<file path="src/rtl/ep01_truth_scanner.sv">
// ep01_truth_scanner: drives all 16 {a,b,c,d} vectors into the ep01 block and captures f into a truth table.
// Reports the table, its popcount and a match flag against EXPECTED_TT.
module ep01_truth_scanner #(
    parameter int unsigned SETTLE_CYCLES = 1,
    parameter logic [15:0] EXPECTED_TT   = 16'h0000
) (
    input  logic        clock_i,
    input  logic        reset_i,
    input  logic        start_i,
    input  logic        f_i,
    output logic        a_o,
    output logic        b_o,
    output logic        c_o,
    output logic        d_o,
    output logic        busy_o,
    output logic        done_o,
    output logic [15:0] table_o,
    output logic [4:0]  ones_count_o,
    output logic        pass_o
);
    typedef enum logic [1:0] {IDLE, SETTLE, DONE} state_t;
    localparam logic [3:0] LAST = 4'(SETTLE_CYCLES - 1);
    state_t      state_q;
    logic [3:0]  idx_q;
    logic [3:0]  cnt_q;
    logic [15:0] table_q;
    logic [15:0] table_d;
    logic [4:0]  ones_q;
    logic [4:0]  ones_d;
    logic        pass_q;
    logic        busy_q;
    logic        done_q;
    // Table as it will be after the current capture; popcount and pass are latched from it on the final capture.
    always_comb begin
        table_d = table_q;
        table_d[idx_q] = f_i;
        ones_d = '0;
        for (int i = 0; i < 16; i++) ones_d = ones_d + 5'(table_d[i]);
    end
    always_ff @(posedge clock_i) begin
        if (reset_i) begin
            state_q <= IDLE;
            idx_q   <= '0;
            cnt_q   <= '0;
            table_q <= '0;
            ones_q  <= '0;
            pass_q  <= 1'b0;
            busy_q  <= 1'b0;
            done_q  <= 1'b0;
        end else begin
            case (state_q)
                IDLE: begin
                    done_q <= 1'b0;
                    if (start_i) begin
                        idx_q   <= '0;
                        cnt_q   <= '0;
                        table_q <= '0;
                        ones_q  <= '0;
                        pass_q  <= 1'b0;
                        busy_q  <= 1'b1;
                        state_q <= SETTLE;
                    end
                end
                SETTLE: begin
                    if (cnt_q != LAST) begin
                        cnt_q <= cnt_q + 4'd1;
                    end else begin
                        table_q <= table_d;
                        cnt_q   <= '0;
                        if (idx_q != 4'd15) begin
                            idx_q <= idx_q + 4'd1;
                        end else begin
                            ones_q  <= ones_d;
                            pass_q  <= (table_d == EXPECTED_TT);
                            busy_q  <= 1'b0;
                            done_q  <= 1'b1;
                            state_q <= DONE;
                        end
                    end
                end
                default: begin
                    done_q  <= 1'b0;
                    state_q <= IDLE;
                end
            endcase
        end
    end
    assign {a_o, b_o, c_o, d_o} = idx_q;
    assign busy_o       = busy_q;
    assign done_o       = done_q;
    assign table_o      = table_q;
    assign ones_count_o = ones_q;
    assign pass_o       = pass_q;
endmodule

</file>
<file path="config.mk">
export PLATFORM = sky130hd
export DESIGN_NAME = ep01_truth_scanner
export DESIGN_NICKNAME = d
export VERILOG_FILES = /design/src/rtl/ep01_truth_scanner.sv
export SDC_FILE = /design/constraint.sdc
export NUM_CORES = 1
export LEC_CHECK = 0
export BUFFER_PORTS_ARGS = -buffer_cell sky130_fd_sc_hd__buf_2
export CORE_ASPECT_RATIO = 0.8
export CORE_MARGIN = 1
export CORE_UTILIZATION = 51
export CTS_CLUSTER_SIZE = 28
export DETAILED_ROUTE_END_ITERATION = 6
export PLACE_DENSITY = 0.72
export SLEW_MARGIN = 10
export SYNTH_ARGS = -nofsm -noshare
export SYNTH_HDL_FRONTEND = slang
export SYNTH_SLANG_ARGS = --single-unit
</file>
<file path="constraint.sdc">
create_clock -name clock_i -period 5.9 [get_ports clock_i]
set_input_delay 1.77 -clock clock_i [delete_from_list [all_inputs] [get_ports clock_i]]
set_output_delay 1.77 -clock clock_i [all_outputs]
set_load 0.01 [all_outputs]
</file>
## Word-level counts from Yosys, hierarchy flattened

Cells that the tools add are included.
Widths: inputs -> output; s select.

| cells by class | value |
|---|---|
| reduce and logical (&&, ||, !) cells | 12 |
| $lt $le $gt $ge | 2 |
| $add $sub $neg | 17 |
| bitwise logic cells | 3 |
| muxes and demuxes | 28 |
| equality and inequality tests | 6 |

Operator list:

| cell | count |
|---|---|
| $add 5x1->5 | 11 |
| $mux 16 | 2 |
| $pmux 16 s2 | 1 |
| $bwmux 16 | 1 |
| $logic_not 16->1 | 1 |
| $mux 4 | 4 |
| $pmux 4 s2 | 2 |
| $mux 5 | 3 |
| $pmux 5 s2 | 1 |
| $add 4x1->4 const B | 2 |
| $ne 2x2->1 const B | 4 |
| $reduce_and 4->1 | 2 |
| $mux 1 | 7 |
| $mux 2 | 3 |
| $reduce_and 3->1 | 2 |
| $add 4x1->5 | 1 |
| $lt 4x5->1 const B | 1 |
| $add 3x1->4 | 1 |
| $demux 1 s4 | 1 |
| $ge 4x1->1 const B | 1 |
| $ne 4x4->1 const B | 1 |
| $pmux 1 s2 | 2 |
| $pmux 2 s2 | 1 |
| $reduce_and 2->1 | 2 |
| other kinds (9) | 11 |

| word-level totals | value |
|---|---|
| input port bits | 4 |
| register bits | 34 |
| logic and storage cells | 76 |
| output and inout port bits | 28 |

## Logic depth before layout (Yosys ltp)

Gate-level depths: netlist of the first run.

| logic depth | value |
|---|---|
| depth in word-level cells | 23 |
| mapped depth | 19 |

## Least setup slack after synthesis of the first run

OpenSTA, ideal clock, no wires.

| timing | value |
|---|---|
| path kind | input to register |
| start | input port f_i |
| end | register ones_q[2], in the netlist ones_count_o[2] |
| required time | 5.829 ns |
| buffers on the path | 1 |
| stages on the path | 14 |
| arrival time | 5.548 ns |
| path slack | 0.282 ns |
| cells stage by stage | clkbuf_1 > inv_1 > o21ai_0 > fa_1 > fa_1 > inv_1 > fa_1 > fa_1 > inv_1 > ha_1 > fa_1 > xnor2_1 > or3_1 > a21oi_1 |

| on the way | value |
|---|---|
| cells in the longest elaborated chain, start to end | 19 |

RTL lines:

| what | line | source |
|---|---|---|
| start, declared | 10 | `input logic f_i,` |
| $bwmux 16 (*) | 36 | `table_d[idx_q] = f_i;` |
| $add 1x1->2 | 38 | `for (int i = 0; i < 16; i++) ones_d = ones_d + 5'(table_d[i]);` |
| $add 2x1->3 | 38 |  |
| $add 3x1->4 | 38 |  |
| $add 4x1->5 | 38 |  |
| $add 5x1->5 (10 in a row) | 38 |  |
| $add 5x1->5 (*) | 38 |  |
| $mux 5 (*) | 70 | `if (idx_q != 4'd15) begin` |
| $mux 5 (*) | 65 | `if (cnt_q != LAST) begin` |
| $pmux 5 s2 (*) | 51 | `case (state_q)` |
| end signal, assigned | 73 | `ones_q <= ones_d;` |
| end, declared | 28 | `logic [4:0] ones_q;` |

Every way passes the cells marked *; elsewhere a longest branch is shown, timed or not. The select of a mux whose other input is x is not followed.
A chain may end at the register's enable or synchronous reset.

## Final worst setup path of the first run

Same ends and word-level chain as after synthesis.

==> flow_summary.ini, run 1 <==
[worst_setup_path]
crit_buf_inv = 4
critPathRequiredTime_ps = 6120
cp.arrival_ps = 5750
critical_path_depth = 14
path_max_fanout = 12
critPathKind = in2reg
end_kind = register
rr_worst_depth = 13
path_cells = buf_2 > inv_1 > o21ai_0 > fa_1 > fa_1 > inv_1 > fa_1 > fa_1 > inv_1 > ha_1 > fa_1 > xnor2_1 > or3_1 > a21oi_1
max_stage_delay_ps = 520
cpMaxStageDelayCell = fa_1
startpoint_type = primary input
cp_top_family = adder cells
crit_top_cell = fa_1

[placement]
dp_hpwl_um = 3400
place_congestion = 0.817
placed_cell_area_sq_um = 2320
dpl_worst_slack_ps = 75.2
portBuffers = 31

[pwr]
irDropWorstVdd_uv = 140
seq_power_share_pct = 47.7
p_sw_share_pct = 24.8
switchingPower_mw = 0.122
internal_power_mw = 0.369
cellPowerDensity_nw_per_um2 = 202
p_comb_share_pct = 8.6
power_frac_clock_pct = 43.6
p_leak_nw = 1.19

[sta]
fin_tns_setup_ps = 0
timing.hold.ws_ps = 477
slew-limit-headroom_pct = 40.8
worstMarginPinSlew_ps = 885
final.setup.worst_slack_ps = 366
maxSlewViolCount = 0
setup_viol = 0
fmax_mhz = 181
hold_violations = 0
rsz0062_at_grt = false
layout_min_cycle_time_ps = 5530
timing.final.crit_share_pct = 93.8
fin_skew_ps = 9.62

[logic_synthesis]
yosys_warnings = 0
synthXorXnorAreaFrac_pct = 1.62
syn_nets = 277
synth_top_family_by_area = simple AND/OR/NAND/NOR gates
synth-simple-area-share_pct = 21.8
syn_area_sq_um = 2170
synthTopCellsByArea = dfxtp_1 (31%), fa_1 (9.2%), ha_1 (6.9%)
synth_top_area_cell = dfxtp_1
synth_compound_area_share_pct = 15.1
ys_ff_latch = 34
netlist_top_cells_count = nor2_1 (37), dfxtp_1 (34), inv_1 (24), a22oi_1 (17)
avgSynthCellArea_sq_um = 8.64
synth-edff-count = 0
synth_fa_ha_area_share_pct = 16.2
async_reset_ff_share_pct = 0
muxShareOfSynthArea_pct = 6.00
synth_top_area_share_pct = 31.4
ys.flop_type = dfxtp_1
yosysMostFrequentCell = nor2_1
ys_seq_area_share_pct = 31.4
netlist_instances = 251
synth.distinct_cells = 38

[floorplan]
die_h_um = 60.3
start_util_pct = 55.2
dieArea_sq_um = 4520
io_pins = 32
die_w_um = 74.9
core_sq_um = 3930
rows = 20

[grt]
antenna_found_initial = 0
grt_pass1_wl_um = 7700
grt_use_total_pct = 23.3
grt_pass1_vias = 1612
grt_max_degree = 35
grt_overflow_total = 0

[layout]
diodes = 0
area.growth.synth_to_final_pct = 12.2
final-seq-area_sq_um = 681
nets = 302
final_cell_area_sq_um = 2430
nFillCells = 364
multiInputGateArea_sq_um = 1310
drive_above_1_share_pct = 15.9

[routing]
drt-total-wl_um = 4800
wl_per_cell_um = 14.4
dr.pass1.iters = 4
vias = 1834
drc = 0
drtIter0Drc = 166
ant_nets = 0
via_per_inst = 5.52

[clock_tree]
clock_latency_ps = 290
numCtsBuffers = 5
htree_levels = 2
path_clk_slew_ps = 70
cts_max_path_buffers = 2
cts_resized = 0
clock_sinks = 34
postCtsSetupRepairBufs = 0
cts_root_buffer = clkbuf_8
cts_tree = built
cts-hold-fix-buffers = 0

[worst_hold_path]
min_path_cells = 2
hold_class = reg2reg

[run]
maxCapViolations = 0

[status]
status = finished, final reports clean
## power by group through the flow
stage | registers (mW) | clock network (mW) | logic, mW
after floorplan | 0.239 | 0 | 0.0320
after global placement | 0.240 | 0 | 0.0419
after detailed placement | 0.240 | 0 | 0.0419
after CTS | 0.234 | 0.218 | 0.0424
after global routing | 0.235 | 0.226 | 0.0471
final | 0.235 | 0.214 | 0.0425
## path summary, 6_finish.rpt
check | from | to | slack (ps)
min | ones_count_o[2] | ones_count_o[2] | 480
max | f_i | ones_count_o[2] | 370
max reg2reg | idx_q[3] | ones_count_o[2] | 860
min reg2reg | ones_count_o[2] | ones_count_o[2] | 480
## tightest hold or removal path, cell delays in order, from the launching register on
cell and delay, ps:
dfxtp_1 310, nand2_1 60, a21oi_1 60
## per-stage QoR
stage	std cells	util, %	power, mW
after floorplan	251	-	0.272
after global placement	324	59.1	0.282
after detailed placement	324	59.1	0.282
after CTS	332	61.9	0.495
after global routing	332	61.9	0.508
final	332	61.9	0.491
## sequential cells by signal (all words and copies together), names as in the netlist
register,count
busy_o,1
ones_count_o,5
idx_q,4
cnt_q,4
done_o,1
pass_o,1
state_q,2
table_o,16
## layout by cell type (no fill, tap or decap), types with 2 or more instances in the layout
master and instances:
inv_1 24, clkbuf_8 5, fa_1 10, a22oi_1 17, nand3b_1 9, a21o_1 4
o21ai_0 7, a21oi_1 13, clkinv_2 2, buf_2 31, nor3_1 4, xnor2_1 4
buf_4 2, o22ai_1 2, nor2_1 37, nor3b_1 7, nand3_1 9, nor2b_1 5
dfxtp_1 34, nand2_1 8, nand4b_1 2, mux2i_1 13, ha_1 12
## kinds of logic after synthesis
| group | after synthesis |
|---|---|
| compound gates | 49 |
| simple gates | 90 |
| flops | 34 |
| mux | 13 |
| buf+inv | 39 |
| fa+ha+maj | 22 |
| xor+xnor | 4 |
## metal layers
metal | vias to the layer above | global-route usage [%] | share of wire [%]
met3 | 7 | 4.72 | 4.5
met1 | 875 | 33.7 | 49
met5 | - | 0 | 0
met2 | 42 | 34.6 | 45
met4 | 0 | 8.09 | 1.3
li1 | 910 | - | -
## cell type report
cell class / count / area share (%)
clock buffer: 5 / 2.83
clock inverter: 3 / 1.65
inverter: 24 / 3.70
multi-input combinational: 178 / 54.0
sequential: 34 / 28.0
tap: 55 / 2.83
timing repair buffer: 33 / 7.00
No activity file was read; power rests on OpenSTA's default activity.
==> run 2, diff against run 1 <==
Settings changed: CORE_ASPECT_RATIO 0.8 to 0.7.
==> run 2 against run 1 <==
Utilization decreased by 1.7 points. Largest power group unchanged. Final area down 1.2%. Clock skew is 1.9 ps lower. Power decreased by 6.6%. Critical path depth unchanged.
==> flow_summary.ini, run 2 (synthesis gave the netlist of run 1 again) <==
[status]
status = finished, final reports clean

[worst_setup_path]
crit_top_cell = fa_1
path_cells = buf_2 > inv_1 > o21ai_0 > fa_1 > inv_1 > fa_1 > fa_1 > fa_1 > inv_1 > ha_1 > fa_1 > xnor2_1 > or3_1 > a21oi_1
critPathKind = in2reg
cp_top_family = adder cells
startpoint_type = primary input
crit_buf_inv = 4
max_stage_delay_ps = 490
end_kind = register
path_max_fanout = 7
cpMaxStageDelayCell = fa_1
r2r_slack_ps = 970
critPathRequiredTime_ps = 6130
cp.arrival_ps = 5620

[floorplan]
start_util_pct = 54.3
rows = 19
dieArea_sq_um = 4520
die_h_um = 56.6
io_pins = 32
die_w_um = 79.9
core_sq_um = 3990

[layout]
largest_register_ffs = 16
drive_above_1_share_pct = 15.2
stdcell_count = 328
final_cell_area_sq_um = 2400
final_common_cell = nor2_1
fin_util_pct = 60.2
diodes = 0
area.growth.synth_to_final_pct = 10.8
nets = 301
mostFrequentLayoutCells = nor2_1 (37), dfxtp_1 (34), buf_2 (31)

[placement]
portBuffers = 31
placed_cell_area_sq_um = 2310
place_inst = 320
dpl_worst_slack_ps = 220
dp_hpwl_um = 3550
place_congestion = 0.875

[clock_tree]
clock_latency_ps = 300
cts_root_buffer = clkbuf_8
cts_resized = 0
path_clk_slew_ps = 70
clock_sinks = 34
cts-hold-fix-buffers = 0
cts_max_path_buffers = 2
cts_tree = built
htree_levels = 2
postCtsSetupRepairBufs = 0
numCtsBuffers = 5

[routing]
via_per_inst = 5.61
wl_per_cell_um = 14.8
drc = 0
dr.pass1.iters = 4
drtIter0Drc = 103
ant_nets = 0
vias = 1840
drt-total-wl_um = 4870

[sta]
fin_tns_setup_ps = 0
hold_violations = 0
fin_skew_ps = 7.70
timing.hold.ws_ps = 459
slew-limit-headroom_pct = 41.9
final.setup.worst_slack_ps = 515
setup_viol = 0
worstMarginPinSlew_ps = 869
layout_min_cycle_time_ps = 5390
maxSlewViolCount = 0
timing.final.crit_share_pct = 91.3
rsz0062_at_grt = false
fmax_mhz = 186

[grt]
antenna_found_initial = 0
grt_pass1_wl_um = 7940
grt_pass1_vias = 1647
grt_use_total_pct = 23.5
grt_overflow_total = 0
grt_max_degree = 35

[pwr]
p_leak_nw = 1.18
p_total_mw = 0.459
irDropWorstVdd_uv = 156
cellPowerDensity_nw_per_um2 = 191

[worst_hold_path]
hold_class = reg2reg

[run]
maxCapViolations = 0
[run 2: area by class of cell]
type | instances | area [sq um]
well taps | 52 | 65.1
fillers | 367 | 1590
clock inverters | 1 | 5.00
inverters | 24 | 90.1
clock buffers | 7 | 86.3
repair buffers | 32 | 163
flip-flops and latches | 34 | 681
multi-input cells | 178 | 1310
[run 2: power by group]
| part | switching (mW) | total (mW) | internal, mW | leakage (nW) |
|---|---|---|---|---|
| Combinational | 0.0286 | 0.0417 | 0.0131 | 0.855 |
| Clock | 0.0883 | 0.182 | 0.0941 | 0.0482 |
| Sequential | 0.00302 | 0.235 | 0.232 | 0.275 |
[run 2: worst paths after layout]
path / start / endpoint / cells after the start
setup reg to reg: idx_q[3] / ones_count_o[2] / 13
setup / recovery: f_i / ones_count_o[2] / 14
hold / removal: ones_count_o[2] / ones_count_o[2] / 2
hold reg to reg: ones_count_o[2] / ones_count_o[2] / 2
[run 2: metal layers]
layer	vias up	part of all wire [%]	wire length, um	GRT usage [%]
met5	-	0	0	0
met2	61	41	1980	31.3
met3	9	5.7	279	6.02
met4	0	1.7	82	9.44
met1	856	52	2520	35.7
li1	914	-	-	-
[run 2: worst reg2reg max path, cell delays in order, from the launching register on]
cell,delay (ps)
dfxtp_1,770
nand3_1,440
o21ai_0,450
fa_1,490
fa_1,520
inv_1,50
fa_1,450
fa_1,490
inv_1,40
ha_1,200
fa_1,400
xnor2_1,130
or3_1,300
a21oi_1,140
==> run 3, diff against run 2 <==
Settings changed: CORE_UTILIZATION 51 to 40, PLACE_DENSITY 0.72 to 0.59.
==> run 3 against run 2 <==
Combinational power up 3%. Power down 3.5%. Sequential power about the same. Non-clock buffer count unchanged. Die area up 27%. Critical path depth unchanged. Critical path type unchanged. Highest routed layer unchanged.
==> flow_summary.ini, run 3 (synthesis gave the netlist of run 1 again) <==
[worst_hold_path]
holdCritStartpoint = ones_count_o[2]
min_to = ones_count_o[2]
hold_class = reg2reg
min_path_cells = 2

[sta]
layout_min_cycle_time_ps = 5420
maxSlewViolCount = 0
timing.hold.ws_ps = 467
setup_viol = 0
rsz0062_at_grt = false
fin_skew_ps = 7.99
fin_tns_setup_ps = 0
worstMarginPinSlew_ps = 920
fmax_mhz = 185
hold_violations = 0
timing.final.crit_share_pct = 91.8
slew-limit-headroom_pct = 38.4

[grt]
antenna_found_initial = 0
grt_pass1_wl_um = 8310
grt_overflow_total = 0
grt_max_degree = 35
grt_use_total_pct = 18.6
grt_pass1_vias = 1701

[placement]
portBuffers = 31
dp_hpwl_um = 3650
place_congestion = 0.824
place_inst = 340

[worst_setup_path]
crit_top_cell = fa_1
cpMaxStageDelayCell = fa_1
r2r_slack_ps = 980
critPathRequiredTime_ps = 6120
path_max_fanout = 10
cp.arrival_ps = 5640
end_kind = register
rr_worst_depth = 13
max_stage_delay_ps = 510
r2r-start = idx_q[3]
regToRegEndpoint = ones_count_o[2]
path_cells = buf_2 > inv_1 > o21ai_0 > fa_1 > fa_1 > inv_1 > fa_1 > fa_1 > inv_1 > ha_1 > fa_1 > xnor2_1 > or3_1 > a21oi_1
startpoint_type = primary input
critPathKind = in2reg

[clock_tree]
postCtsSetupRepairBufs = 0
cts-hold-fix-buffers = 0
clock_sinks = 34
clock_latency_ps = 290
cts_root_buffer = clkbuf_8
numCtsBuffers = 5
cts_tree = built
cts_max_path_buffers = 2
cts_resized = 0
path_clk_slew_ps = 70
htree_levels = 2

[routing]
vias = 1799
dr.pass1.iters = 5
via_per_inst = 5.18
drtIter0Drc = 108
drc = 0
wl_per_cell_um = 14.5
drt-total-wl_um = 5020
ant_nets = 0

[floorplan]
rows = 22
die_w_um = 90
die_h_um = 63.6
dieArea_sq_um = 5720
start_util_pct = 41.5
io_pins = 32
core_sq_um = 5230

[layout]
drive_above_1_share_pct = 14.5
stdcell_count = 347
mostFrequentLayoutCells = nor2_1 (37), dfxtp_1 (34), buf_2 (31)
nets = 301
final_common_cell = nor2_1
nFillCells = 553
largest_register_ffs = 16
fin_util_pct = 46.1
area.growth.synth_to_final_pct = 11.3
diodes = 0

[run]
maxCapViolations = 0

[status]
status = finished, final reports clean

[pwr]
p_leak_nw = 1.17
cellPowerDensity_nw_per_um2 = 183
p_total_mw = 0.443
irDropWorstVdd_uv = 75.0
==> run 3: power breakdown <==
group | switching, mW | internal (mW) | leakage (nW)
Sequential | 0.00300 | 0.232 | 0.275
Clock | 0.0838 | 0.0813 | 0.0383
Combinational | 0.0296 | 0.0133 | 0.855
==> run 3: worst max path at each step <==
stage,start,to,slack [ps]
2_1_floorplan,f_i,ones_count_o[2],280
3_3_place_gp,f_i,ones_count_o[2],230
3_5_place_dp,f_i,ones_count_o[2],190
4_1_cts,f_i,ones_count_o[2],490
5_1_grt,f_i,ones_count_o[2],260
6_report,f_i,ones_count_o[2],480
==> run 3: per-layer routing <==
layer | GRT usage, % | vias up | routed length [um]
li1 | - | 908 | -
met1 | 27.7 | 848 | 2720
met2 | 26.2 | 39 | 2060
met3 | 4.11 | 4 | 210
met4 | 6.05 | 0 | 36
met5 | 0 | - | 0
==> run 3: area by class of cell <==
cell class	count	area, sq um	share of cell area, %
Inverter	24	90.1	3.73
Clock buffer	7	76.3	3.16
Multi-Input combinational cell	178	1310	54.4
Tap cell	72	90.1	3.73
Sequential cell	34	681	28.2
Timing Repair Buffer	32	163	6.74
==> run 3: through the flow <==
step / cell area (sq um) / setup slack [ps]
floorplan: 2170 / 282
global placement: 2340 / 234
detailed placement: 2340 / 187
CTS: 2410 / 486
global route: 2410 / 256
finish: 2410 / 483
==> run 3: critical path: cells and delay by family <==
kind / cells / cell delay (ps)
fa+ha+maj: 6 / 2520
compound gates: 2 / 470
buf+inv: 4 / 440
simple gates: 1 / 300
xor+xnor: 1 / 130
